### src/rtl/filter_pair_buffer.sv
// filter_pair_buffer: show-ahead FIFO between the pair filter and the force evaluator.
// Optional statistics counters are built when PAIR_BUF_STATS_EN is defined.
`default_nettype none

module filter_pair_buffer #(
  parameter int DEPTH                = 16,
  parameter int AF_THRESH            = DEPTH - 4,
  parameter int PARTICLE_ID_WIDTH    = 9,
  parameter int POS_PKT_STRUCT_WIDTH = 54,
  parameter int NODE_ID_WIDTH        = 5
) (
  input  logic                            clk,
  input  logic                            rst,
  input  logic                            i_pair_valid,
  input  logic [PARTICLE_ID_WIDTH-1:0]    i_home_parid,
  input  logic [POS_PKT_STRUCT_WIDTH-1:0] i_nb_pos,
  input  logic [NODE_ID_WIDTH-1:0]        i_nb_node_id,
  input  logic                            i_nb_from_home_cell,
  input  logic                            i_pair_ready,
  output logic                            o_pair_valid,
  output logic [PARTICLE_ID_WIDTH-1:0]    o_home_parid,
  output logic [POS_PKT_STRUCT_WIDTH-1:0] o_nb_pos,
  output logic [NODE_ID_WIDTH-1:0]        o_nb_node_id,
  output logic                            o_nb_from_home_cell,
  output logic                            o_almost_full,
  output logic                            o_overflow,
  output logic [31:0]                     o_pair_count,
  output logic [$clog2(DEPTH+1)-1:0]      o_max_occupancy
);

  localparam int PW = $clog2(DEPTH);
  localparam int CW = $clog2(DEPTH + 1);
  localparam int EW = PARTICLE_ID_WIDTH + POS_PKT_STRUCT_WIDTH + NODE_ID_WIDTH + 1;
  localparam logic [CW-1:0] FULL_C   = CW'(DEPTH);
  localparam logic [CW-1:0] AF_C     = CW'(AF_THRESH);
  localparam logic [CW-1:0] CNT_ONE  = CW'(1);
  localparam logic [PW-1:0] PTR_ONE  = PW'(1);

  logic [EW-1:0] mem_q [DEPTH];
  logic [PW-1:0] wr_q, wr_d;
  logic [PW-1:0] rd_q, rd_d;
  logic [CW-1:0] count_q, count_d;
  logic          af_q;
  logic          ovf_q, ovf_d;
  logic          push;
  logic          pop;

  assign o_pair_valid = (count_q != '0);
  assign pop          = o_pair_valid & i_pair_ready;
  // A full buffer still accepts when the head leaves in the same cycle.
  assign push         = i_pair_valid & ((count_q != FULL_C) | pop);

  always_comb begin
    wr_d    = wr_q;
    rd_d    = rd_q;
    count_d = count_q;
    ovf_d   = ovf_q;
    if (push) wr_d = wr_q + PTR_ONE;
    if (pop)  rd_d = rd_q + PTR_ONE;
    case ({push, pop})
      2'b10:   count_d = count_q + CNT_ONE;
      2'b01:   count_d = count_q - CNT_ONE;
      default: count_d = count_q;
    endcase
    if (i_pair_valid && !push) ovf_d = 1'b1;
  end

  always_ff @(posedge clk or negedge rst) begin
    if (!rst) begin
      wr_q    <= '0;
      rd_q    <= '0;
      count_q <= '0;
      af_q    <= 1'b0;
      ovf_q   <= 1'b0;
    end else begin
      wr_q    <= wr_d;
      rd_q    <= rd_d;
      count_q <= count_d;
      af_q    <= (count_d >= AF_C);
      ovf_q   <= ovf_d;
    end
  end

  // Storage needs no reset: only entries below count are ever presented.
  always_ff @(posedge clk) begin
    if (push) mem_q[wr_q] <= {i_home_parid, i_nb_pos, i_nb_node_id, i_nb_from_home_cell};
  end

  assign {o_home_parid, o_nb_pos, o_nb_node_id, o_nb_from_home_cell} = mem_q[rd_q];
  assign o_almost_full = af_q;
  assign o_overflow    = ovf_q;

`ifdef PAIR_BUF_STATS_EN
  logic [31:0]   pcount_q;
  logic [CW-1:0] maxocc_q;

  always_ff @(posedge clk or negedge rst) begin
    if (!rst) begin
      pcount_q <= '0;
      maxocc_q <= '0;
    end else begin
      if (push) pcount_q <= pcount_q + 32'd1;
      if (count_d > maxocc_q) maxocc_q <= count_d;
    end
  end

  assign o_pair_count    = pcount_q;
  assign o_max_occupancy = maxocc_q;
`else
  assign o_pair_count    = '0;
  assign o_max_occupancy = '0;
`endif

endmodule

`default_nettype wire

### config.mk
export PLATFORM = sky130hd
export DESIGN_NAME = filter_pair_buffer
export DESIGN_NICKNAME = d
export VERILOG_FILES = /design/src/rtl/filter_pair_buffer.sv
export SDC_FILE = /design/constraint.sdc
export NUM_CORES = 1
export LEC_CHECK = 0
export CAP_MARGIN = 20
export CORE_MARGIN = 2
export CORE_UTILIZATION = 40
export CTS_CLUSTER_DIAMETER = 30
export DETAILED_ROUTE_END_ITERATION = 8
export PLACE_DENSITY = 0.62
export SETUP_SLACK_MARGIN = 0.4
export SYNTH_ARGS = -nofsm -noshare
export SYNTH_HDL_FRONTEND = slang
export SYNTH_SLANG_ARGS = --single-unit
### constraint.sdc
create_clock -name clk -period 6.19 [get_ports clk]
set_input_delay 1.238 -clock clk [delete_from_list [all_inputs] [get_ports clk]]
set_output_delay 1.238 -clock clk [all_outputs]
set_load 0.005 [all_outputs]
==> flow_summary.rst <==
.. list-table::
   :header-rows: 1

   * - Metric
     - Value
   * - Status
     - finished clean
   * - Hold/Removal Path Class
     - flop to flop
   * - Placed Area
     - 0.0458 sq mm
   * - Via density
     - 5.44
   * - Required time at the worst-slack endpoint
     - 4.95 ns
   * - Wire length of the first global-routing pass
     - 141000 microns
   * - Number of register bits inferred by synthesis
     - 1119
   * - Die Span X
     - 331 microns
   * - End of the critical path
     - o_nb_pos[3]
   * - Clock period minus final worst setup slack
     - 4.88 ns
   * - Met3 Usage GRT
     - 4.19%
   * - RSZ-0062 raised after global routing
     - false
   * - # rows
     - 119
   * - Area growth from synthesis to layout
     - 23.8%
   * - Post-Synthesis Mean Instance Area
     - 25.6 sq um
   * - Highest attainable clock frequency
     - 205 MHz
   * - Total number of clock tree sinks
     - 1119
   * - Largest family of logic cells by synthesized area
     - multiplexers
   * - Placement Setup Slack
     - 2.04 ns
   * - Critical path startpoint
     - rd_q[1]$_DFFE_PN0N_
   * - Count of yosys warnings during synthesis
     - 0
   * - Share of the synthesized area in the top cell type
     - 77.7%
   * - Worst reg2reg startpoint
     - count_q[1]$_DFF_PN0_
   * - Via count
     - 19200
   * - Busiest layer in global routing
     - met2
   * - Sequential cell area fraction in the yosys report
     - 78.6%
   * - Async set or reset register ratio after synthesis
     - 1.34%
   * - Met2 routing resource usage after global routing
     - 28.6%
   * - Wire per inst
     - 27.4 microns
   * - Most used cell along the critical path
     - sky130_fd_sc_hd__mux4_2
   * - Category of the worst setup path capture point
     - output port
   * - Final worst-path cycle share
     - 78.8%
   * - Post-Synth Simple-Gate Area
     - 0.581%
   * - Number of antenna violations at the first check in global routing
     - 8
   * - Number of buffers on the longest clock path
     - 3
   * - Setup ws final
     - 1.31 ns
   * - Utilization after layout
     - 50.1%
   * - Largest cells by area after synthesis
     - sky130_fd_sc_hd__edfxtp_1 (78%), sky130_fd_sc_hd__mux4_2 (18%), sky130_fd_sc_hd__dfrtp_1 (0.88%)
   * - Top flip-flop cell by instance count after synthesis
     - sky130_fd_sc_hd__edfxtp_1
   * - Fin cells
     - 3534
   * - Number of stages on the worst setup path
     - 4
   * - Total clock buffers created by CTS
     - 200
   * - Max cap viols
     - 0
   * - Power per unit of standard cell area
     - 517 mW/mm^2
   * - Fraction of final layout cells with drive strength greater than 1
     - 34.0%
   * - Largest area contributor in the synthesized netlist
     - sky130_fd_sc_hd__edfxtp_1
   * - DRC errors left
     - 0
   * - Area inside the core boundary
     - 0.106 sq mm
   * - Maximum number of pins on one net before global-route repair
     - 81
   * - Slew at the pin closest to its max-slew limit
     - 1.06 ns
   * - Crit-path cells
     - buf_12 -> mux4_2 -> mux4_2 -> clkdlybuf4s50_1
   * - Initial detailed-routing violation count
     - 2018
   * - Max-Slew Margin vs Limit
     - 29.3%
   * - Data arrival time at the worst-slack endpoint
     - 3.64 ns
   * - Final Hold Viols
     - 0
   * - Total half-perimeter wirelength after legalization and detailed placement
     - 48600 microns
   * - Hold Buf Count CTS
     - 0
   * - Number of distinct library cells after synthesis
     - 37
   * - Root Driver
     - sky130_fd_sc_hd__clkbuf_16
   * - Xor and xnor fraction of the mapped netlist area
     - 0.185%
   * - Cell type group with the largest total delay on the critical path
     - flip-flops
   * - Leak
     - 17.0 nW
   * - Gate Count Post-Synth
     - 1665
   * - Post-Synth Adder-Cell Area
     - 0.281%
   * - Top cells by count, synth
     - sky130_fd_sc_hd__edfxtp_1 (1104), sky130_fd_sc_hd__mux4_2 (345), sky130_fd_sc_hd__clkbuf_1 (41), sky130_fd_sc_hd__buf_4 (37), sky130_fd_sc_hd__buf_6 (25)
   * - Placed Cells incl. Taps
     - 3159
   * - Cells resized by post-CTS repair
     - 0
   * - Starting Density
     - 40.4%
   * - Cell area after synthesis
     - 0.0427 sq mm
   * - Number of cell instances on the worst register-to-register path
     - 6
   * - CP max FO
     - 56
   * - Htree depth
     - 4
   * - Clock Skews
     - 0.0500 ns
   * - Number of I/O pins
     - 182
   * - Total global routing overflow
     - 0
   * - Clock insertion delay at the later pin of the skew report
     - 0.78 ns
   * - Met1 track demand over resource
     - 25.0%
   * - Minimum setup slack among reg-to-reg paths
     - 3.30 ns
   * - Endpoint of the worst register-to-register path
     - mem_q[3][51]$_DFFE_PP_
   * - Number of flops mapped to enable cells by yosys
     - 1104
   * - Most repeated cell in the gate-level netlist after synthesis
     - sky130_fd_sc_hd__edfxtp_1
   * - Final #Nets
     - 2052
   * - WHS
     - 0.507 ns
   * - Total setup violations reported at the end of the flow
     - 0
   * - DIE AREA
     - 0.109 sq mm
   * - Total iterations of the first detailed-routing run
     - 7
   * - Mux cell area share after synthesis
     - 18.3%
   * - Final slew viol count
     - 0
   * - WL final
     - 96700 microns
   * - Fraction of the mapped netlist area in compound gates
     - 0.220%
   * - Weighted congestion at the end of routability-driven global placement
     - 0.693
   * - Die Height
     - 331 microns
   * - Number of global-route vias before repair
     - 20500
   * - Worst Setup Path Type
     - flop to output port
   * - Reg clk slew, reported paths
     - 0.05 ns
   * - IR Drop Worst-Case VDD
     - 0.351 mV
   * - Number of buffer cells added on primary ports
     - 144
   * - Setup tns final
     - 0 ns
   * - Power consumption
     - 27.3 mW
   * - Slowest stage delay, CP
     - 1.04 ns
   * - Combined buffer and inverter count along the critical path
     - 2
   * - Slowest CP cell
     - sky130_fd_sc_hd__dfrtp_4
   * - Post-route antenna net violation count
     - 0
   * - Overall global routing resource usage
     - 18.0%
   * - Buffer count from post-CTS setup fixing
     - 0
   * - Final instance area
     - 0.0528 sq mm
   * - TritonCTS clock tree
     - yes
   * - Crit start category
     - flop
-- registers in the layout, indices dropped and copies added (netlist names) --
name,cells
count_q,5
mem_q,1104
o_almost_full,1
o_overflow,1
rd_q,4
wr_q,4
-- worst reg2reg max path: cells and delay by family (launching register included) --
| kind | cells | cell delay, ns |
|---|---|---|
| DFF | 1 | 0.44 |
| buffers and inverters | 1 | 0.52 |
| and+or+nand+nor | 5 | 1.55 |
-- layout by cell type, fill, tap and decap left out, drive strengths merged, types with 6 or more instances in the layout --
cell	netlist	layout
bufinv	0	31
mux4	345	345
and2	18	18
ha	8	8
clkdlybuf4s50	0	144
nand2	6	6
edfxtp	1104	1104
clkinvlp	0	20
clkinv	0	72
conb	1	37
xnor2	8	8
clkbuf	41	228
inv	10	33
dfrtp	15	15
buf	75	39
-- layer usage --
layer	part of all wire (%)	vias up
li1	-	7869
met1	42	10500
met2	49	732
met3	6.5	144
met4	1.7	14
met5	0.087	-
-- kinds of logic after synthesis --
group | after synthesis
DFF | 1119
muxes | 347
buffers and inverters | 126
and+or+nand+nor | 41
AOI/OAI and AO/OA | 13
adders and majority gates | 9
xor gates and xnor gates | 9
other | 1
-- report_power, final --
group / switching (mW) / internal [mW] / leakage [nW]
Combinational: 2.98 / 3.53 / 3.45
Sequential: 0.455 / 9.15 / 10.1
Clock: 3.86 / 7.33 / 3.37
-- area by class of cell --
| class | instances | area (sq um) |
|---|---|---|
| Sequential cell | 1119 | 33500 |
| Antenna cell | 1 | 2.50 |
| Tap cell | 1391 | 1740 |
| Clock inverter | 146 | 1910 |
| Timing Repair Buffer | 183 | 1960 |
| Clock buffer | 228 | 5140 |
| Inverter | 10 | 37.5 |
| Multi-Input combinational cell | 456 | 8510 |
| Fill cell | 8132 | 52700 |
-- worst min path at each step --
stage | endpoint | cells past startpoint | from
6_report | o_overflow$_DFFE_PN0P_ | 1 | o_overflow$_DFFE_PN0P_
5_1_grt | o_overflow$_DFFE_PN0P_ | 1 | o_overflow$_DFFE_PN0P_
4_1_cts | o_overflow$_DFFE_PN0P_ | 1 | o_overflow$_DFFE_PN0P_
3_5_place_dp | o_overflow$_DFFE_PN0P_ | 1 | o_overflow$_DFFE_PN0P_
3_3_place_gp | o_overflow$_DFFE_PN0P_ | 1 | o_overflow$_DFFE_PN0P_
2_1_floorplan | o_overflow$_DFFE_PN0P_ | 1 | o_overflow$_DFFE_PN0P_
Power figures use the tool's default switching activity.
